### src/rtl/hs_fifo.sv
// hs_fifo -- parametrised valid/ready elastic buffer (DEPTH entries of WIDTH bits).
//
// Purpose:
//   Absorbs backpressure between a valid/ready producer and consumer with
//   full one-transfer-per-cycle throughput. ready_up, valid_down and count
//   come straight from flops. There is therefore no combinational path from
//   ready_down to ready_up, and none from valid_up to valid_down. An entry
//   pushed at edge N is visible at data_down from edge N; there is no bypass.
//
// Parameters:
//   WIDTH      data bits per entry (>= 1)
//   DEPTH      number of entries (power of two, >= 2)
//
// Ports:
//   clk        clock; all state updates on the rising edge
//   rst        synchronous reset, active-high (clears pointers and count)
//   valid_up   upstream offers data_up
//   data_up    upstream data
//   ready_up   buffer can accept an entry this cycle (count != DEPTH)
//   valid_down data_down holds a valid entry (count != 0)
//   data_down  head-of-queue data, read combinationally from storage
//   ready_down downstream accepts data_down this cycle
//   flush      synchronous clear; exists only when HS_FIFO_FLUSH_EN is defined
//   count      number of stored entries
//
// Configuration macro:
//   HS_FIFO_FLUSH_EN  adds the flush input and its clear logic. rst has
//                     priority over flush.

module hs_fifo #(
  parameter int WIDTH = 4,
  parameter int DEPTH = 4
) (
  input  logic                     clk,
  input  logic                     rst,
  input  logic                     valid_up,
  input  logic [WIDTH-1:0]         data_up,
  output logic                     ready_up,
  output logic                     valid_down,
  output logic [WIDTH-1:0]         data_down,
  input  logic                     ready_down,
`ifdef HS_FIFO_FLUSH_EN
  input  logic                     flush,
`endif
  output logic [$clog2(DEPTH):0]   count
);

  localparam int PTR_W = $clog2(DEPTH);
  localparam int CNT_W = PTR_W + 1;

  logic [WIDTH-1:0] mem_r [DEPTH];
  logic [PTR_W-1:0] wr_ptr_r;
  logic [PTR_W-1:0] rd_ptr_r;

  logic             push_s;
  logic             pop_s;
  logic             wr_en_s;
  logic [PTR_W-1:0] wr_ptr_nxt_s;
  logic [PTR_W-1:0] rd_ptr_nxt_s;
  logic [CNT_W-1:0] count_nxt_s;

  // Handshake decode and next-state computation for pointers and occupancy.
  always_comb begin
    push_s       = valid_up & ready_up;
    pop_s        = valid_down & ready_down;
    wr_en_s      = push_s;
    wr_ptr_nxt_s = wr_ptr_r;
    rd_ptr_nxt_s = rd_ptr_r;
    count_nxt_s  = count;
`ifdef HS_FIFO_FLUSH_EN
    if (flush) begin
      // Flush discards any transfer presented in the same cycle.
      wr_en_s      = 1'b0;
      wr_ptr_nxt_s = {PTR_W{1'b0}};
      rd_ptr_nxt_s = {PTR_W{1'b0}};
      count_nxt_s  = {CNT_W{1'b0}};
    end else begin
`endif
      // Pointers wrap modulo DEPTH by natural overflow (DEPTH is a power of two).
      if (push_s) begin
        wr_ptr_nxt_s = wr_ptr_r + PTR_W'(1);
      end else begin
        wr_ptr_nxt_s = wr_ptr_r;
      end
      if (pop_s) begin
        rd_ptr_nxt_s = rd_ptr_r + PTR_W'(1);
      end else begin
        rd_ptr_nxt_s = rd_ptr_r;
      end
      case ({push_s, pop_s})
        2'b10:   count_nxt_s = count + CNT_W'(1);
        2'b01:   count_nxt_s = count - CNT_W'(1);
        default: count_nxt_s = count;
      endcase
`ifdef HS_FIFO_FLUSH_EN
    end
`endif
  end

  // Control state: pointers, occupancy and the flag flops decoded from next occupancy.
  always_ff @(posedge clk) begin
    if (rst) begin
      wr_ptr_r   <= {PTR_W{1'b0}};
      rd_ptr_r   <= {PTR_W{1'b0}};
      count      <= {CNT_W{1'b0}};
      ready_up   <= 1'b1;
      valid_down <= 1'b0;
    end else begin
      wr_ptr_r   <= wr_ptr_nxt_s;
      rd_ptr_r   <= rd_ptr_nxt_s;
      count      <= count_nxt_s;
      ready_up   <= (count_nxt_s != CNT_W'(DEPTH));
      valid_down <= (count_nxt_s != {CNT_W{1'b0}});
    end
  end

  // Storage array; contents are deliberately not reset, only the pointers are.
  always_ff @(posedge clk) begin
    if (!rst && wr_en_s) begin
      mem_r[wr_ptr_r] <= data_up;
    end
  end

  assign data_down = mem_r[rd_ptr_r];

endmodule
### config.mk
export PLATFORM = sky130hd
export DESIGN_NAME = hs_fifo
export DESIGN_NICKNAME = d
export VERILOG_FILES = /design/src/rtl/hs_fifo.sv
export SDC_FILE = /design/constraint.sdc
export NUM_CORES = 1
export LEC_CHECK = 0
export BUFFER_PORTS_ARGS = -buffer_cell sky130_fd_sc_hd__buf_2
export CAP_MARGIN = 20
export CORE_AREA = 3 3 68 45
export DETAILED_ROUTE_END_ITERATION = 7
export DIE_AREA = 0 0 71 48
export GPL_ROUTABILITY_DRIVEN = 1
export SKIP_CTS_REPAIR_TIMING = 1
export SYNTH_ARGS = -nofsm -noshare
export SYNTH_HDL_FRONTEND = slang
export SYNTH_SLANG_ARGS = --single-unit
### constraint.sdc
create_clock -name clk -period 2.12 [get_ports clk]
set_input_delay 0.106 -clock clk [delete_from_list [all_inputs] [get_ports clk]]
set_output_delay 0.106 -clock clk [all_outputs]
set_load 0.02 [all_outputs]
# Yosys cells after proc, flatten, opt, wreduce, memory -nomap -nowiden
# Memories as Yosys holds them, arrays and structs flattened. A register that Yosys moved wholly into a read port is not among the register bits.
# Cells that the tools add are included.
dict set report totals {
  regBits 9
  ramBits 16
  inputBits 8
  out_inout_bits 9
  word_cells 23
  mem_count 1
}
dict set report op_classes {
  add_sub_neg 4
  n_eq_ne 3
  mux 5
  bitwise_logic 2
  reduce_logical 3
}
# name depth width read_ports rd_clocked_by_memory_dff wr line_no
set mem_list {}
lappend mem_list {mem_r 4 4 1 1 1 51} ;# logic [WIDTH-1:0] mem_r [DEPTH];
# operator count
set ops {}
lappend ops {{$pmux W3 S2} 1}
lappend ops {{$add A2 B1 Y2 const B} 2}
lappend ops {{$mux W2} 2}
lappend ops {{$add A3 B1 Y3 const B} 1}
lappend ops {{$ne A3 B3 Y1 const B} 1}
lappend ops {{$reduce_bool A3 Y1} 1}
lappend ops {{$sub A3 B1 Y3 const B} 1}
lappend ops {{$and A1 B1 Y1} 2}
lappend ops {{$eq A2 B1 Y1 const B} 1}
lappend ops {{$eq A2 B2 Y1 const B} 1}
lappend ops {{$mux W1} 2}
lappend ops {{$logic_and A1 B1 Y1} 1}
lappend ops {{$logic_not A1 Y1} 1}

# Logic depth before layout (Yosys ltp)
dict set report logic_depth {
  ltp_word 4
  mapped_depth 6
  mapped_depth_nobuf 6
}

# Worst setup path after synthesis
# OpenSTA, ideal clock, no wires.
dict set report synth_timing {
  kind {reg-to-reg}
  start {register ready_up}
  end {register ready_up}
  setup_ps 120
  t_arrival_ps 1978
  required_ps 2000
  path_slack_ps 22
  stages_incl_launch_ff 7
  n_path_buf 0
  synth_period_minus_slack_ps 2098
  path_cell_list {dfxtp_1 -> nand2_1 -> ha_1 -> fa_1 -> xnor2_1 -> or3_1 -> a211o_1}
}
dict set report synth_between {
  elab_chain_cells 4
  word_cells_on_any_way 5
  cone_classes {eq/ne: 3; mux: 1; bitwise: 1}
}
# item line_no
set synth_rtl {}
lappend synth_rtl {{start: declaration} 38} ;# output logic ready_up,
lappend synth_rtl {{start signal: assignment} 112} ;# ready_up <= (count_nxt_s != CNT_W'(DEPTH));
lappend synth_rtl {{$and A1 B1 Y1 (*)} 64} ;# push_s = valid_up & ready_up;
lappend synth_rtl {{$eq A2 B1 Y1 / $eq A2 B2 Y1 (equally long branches)} 90} ;# case ({push_s, pop_s})
lappend synth_rtl {{$pmux W3 S2 (*)} 90}
lappend synth_rtl {{$ne A3 B3 Y1 (*)} 112}
# Every way passes the cells marked *; elsewhere a longest branch is shown, timed or not.
# A chain may end at the register's enable or synchronous reset.

# Final worst setup path
dict set report layout_timing {
  start {register valid_down}
  end {register ready_up}
}
dict set report layout_between {
  elab_chain_cells 4
  word_cells_on_any_way 5
  cone_classes {eq/ne: 3; mux: 1; bitwise: 1}
}
# item line_no
set layout_rtl {}
lappend layout_rtl {{start: declaration} 39} ;# output logic valid_down,
lappend layout_rtl {{start signal: assignment} 113} ;# valid_down <= (count_nxt_s != {CNT_W{1'b0}});
lappend layout_rtl {{$and A1 B1 Y1 (*)} 65} ;# pop_s = valid_down & ready_down;
lappend layout_rtl {{$eq A2 B1 Y1 / $eq A2 B2 Y1 (equally long branches)} 90}
lappend layout_rtl {{$pmux W3 S2 (*)} 90}
lappend layout_rtl {{$ne A3 B3 Y1 (*)} 112}
# Marks and branches as above.

==> run_results.csv <==
group,metric,value,unit
layout,final_cell_mix,"buf_2, edfxtp_1, dfxtp_1",
timing,setup_viol,0,
power,power.switching,370,uW
route,dr.pass1.iters,4,
layout,diodes,0,
layout,fin_cells,125,
placement,portBuffers,16,
synthesis,synth_top_family_by_area,"simple AND/OR/NAND/NOR gates",
critical_path,path_class,"flip-flop to flip-flop",
clock_network,root_buffer,"clkbuf_8",
power,p_leak,0.474,nW
placement,post_dp_cell_area,1200,um^2
power,power.total,1.25,mW
layout,final_util,51.7,%
clock_network,clkSinkCount,27,
clock_network,cts_buffers,3,
placement,place_worst_setup_slack,125,ps
synthesis,muxShareOfSynthArea,9.11,%
synthesis,synth_cell_types,22,
flow_run,cap_violations,0,
floorplanning,core,2450,um^2
power,clkPwrFrac,22.2,%
layout,syn_to_final_growth,15.4,%
timing,layout_min_cycle_time,2010,ps
power,comb_power_share,25.0,%
floorplanning,die_y,48,um
synthesis,ys_warn_count,0,
route,wl_per_cell,14.0,um
timing,timing.setup.tns,0,ps
power,power.density,987,nW/um^2
timing,rsz0062_at_grt,"false",
synthesis,synthesis.nets,89,
floorplanning,dieArea,3410,um^2
floorplanning,io_pins,17,
placement,dp_hpwl,1.27,mm
synthesis,synth_compound_area_share,3.42,%
timing,clock_skew,1.84,ps
route,drc,0,
worst_hold_path,hp-class,"input pin to flip-flop",
placement,gp_congestion,0.738,
synthesis,seq_area_frac_synth,63.8,%
status,status,"completed",
clock_network,cts_tree,"done",
floorplanning,fp.dieW,71,um
timing,hold_viol_final,0,
worst_hold_path,hold_depth,1,
critical_path,cp-start-kind,"flip-flop",
clock_network,cts.clk_slew.worst_paths,80,ps
global_routing,grt_pass1_vias,535,
timing,fin_hold_ws,52.1,ps
power,switching_share,29.6,%
power,seqPwrFrac,52.8,%
timing,relSlewSlack,81.4,%
timing,worstMarginPinSlew,278,ps
route,vias,591,
synthesis,yosys.area_share.simple,9.34,%
global_routing,grt_use_total,10.7,%
synthesis,synth_cells,75,
critical_path,worstPathArrival,2170,ps
floorplanning,rows,14,
critical_path,end_kind,"flip-flop",
route,drt_iter0_markers,17,
timing,fin_crit_sh,94.8,%
timing,maxSlewViolCount,0,
placement,dpl.cell_count,121,
timing,fmax,498,MHz
layout,fin_area,1270,um^2
power,vdd_drop_max,0.360,mV
global_routing,grt_pass1_wl,2.58,mm
clock_network,clockBufferDepth,2,
floorplanning,floorplan.initialDensity,44.8,%
synthesis,synthAdderAreaFrac,7.52,%
critical_path,reg2regPathDepth,6,
global_routing,antenna_found_initial,0,
timing,layout_setup_ws,110,ps
route,final_antenna_net_count,0,
power,p_int,881,uW
layout,nets,108,
synthesis,syn_area,1100,um^2
synthesis,yosys.area_share.xor_xnor,4.78,%
synthesis,yosys_register_bits,27,
clock_network,worstSkewPairLatency,270,ps
global_routing,grt_overflow_total,0,
clock_network,htreeDepth,1,
synthesis,syn_area_per_cell,14.6,um^2
route,totalWireLength,1.75,mm
critical_path,crit_fanout,3,
global_routing,grt_start_max_net_pins,16,
critical_path,required,2280,ps
layout,drive_above_1_share,30.1,%
route,via_per_inst,4.73,
## synthesized netlist by cell type
cell	n	share of area, %
edfxtp_1	16	44
dfxtp_1	11	20
nor2_1	9	3.1
and2_1	5	2.8
ha_1	5	5.7
mux4_2	4	8.2
a21oi_1	3	1.4
xnor2_1	3	2.4
xor2_1	3	2.4
inv_1	2	0.68
nand2_1	2	0.68
nand3_1	2	0.91
a211o_1	1	0.80
a221oi_1	1	0.80
buf_6	1	1.0
clkbuf_1	1	0.34
fa_1	1	1.8
mux2i_1	1	0.91
nor2b_1	1	0.57
nor3b_1	1	0.68
o21ai_0	1	0.46
or3_1	1	0.57
## layer usage
layer	global-route usage (%)	wire length [um]
met4	3.37	13
met5	0	0
met3	5.24	100
met1	14.6	879
met2	14.9	758
## power by group through the flow
stage	clock (mW)	sequential, mW	combinational, mW
global placement	0	0.672	0.296
finish	0.278	0.661	0.313
floorplan	0	0.694	0.197
global route	0.304	0.674	0.340
detailed placement	0	0.672	0.295
CTS	0.285	0.660	0.296
## area by class of cell
type                       count  area (um^2)
multi-input combinational     44          393
fill                         215         1180
tap                           32         40.0
inverter                       2         7.51
clock inverter                 1         5.00
sequential                    27          701
clock buffer                   3         41.3
timing repair buffer          16         80.1
## path summary, 6_finish.rpt
path	startpoint	end	slack [ps]
worst max-delay path	valid_down$_SDFF_PP0_	ready_up$_SDFF_PP1_	110
worst max register to register	valid_down$_SDFF_PP0_	ready_up$_SDFF_PP1_	110
worst min-delay path	data_up[1]	mem_r[0][1]$_DFFE_PP_	50
worst min register to register	ready_up$_SDFF_PP1_	wr_ptr_r[1]$_SDFFE_PP0P_	490
## flip-flops by register name, summed over array words and instances, names as in the netlist, named ones only
register    count
ready_up        1
valid_down      1
wr_ptr_r        2
mem_r          16
count           3
rd_ptr_r        2
## cells by family after synthesis
family	after synthesis
multiplexers	5
XOR/XNOR	6
AND/OR/NAND/NOR	21
AO/OA/AOI/OAI	6
flip-flops	27
adder cells (fa/ha/maj)	6
buffers and inverters	4
## worst max-delay path: stages, from the launching register on
cell and delay [ps]:
dfxtp_1 330, and2_1 190, ha_2 210, fa_2 350, xnor2_2 170, or3_4 380, a211o_1 290
Note: power is estimated with default switching activity, not from simulation.
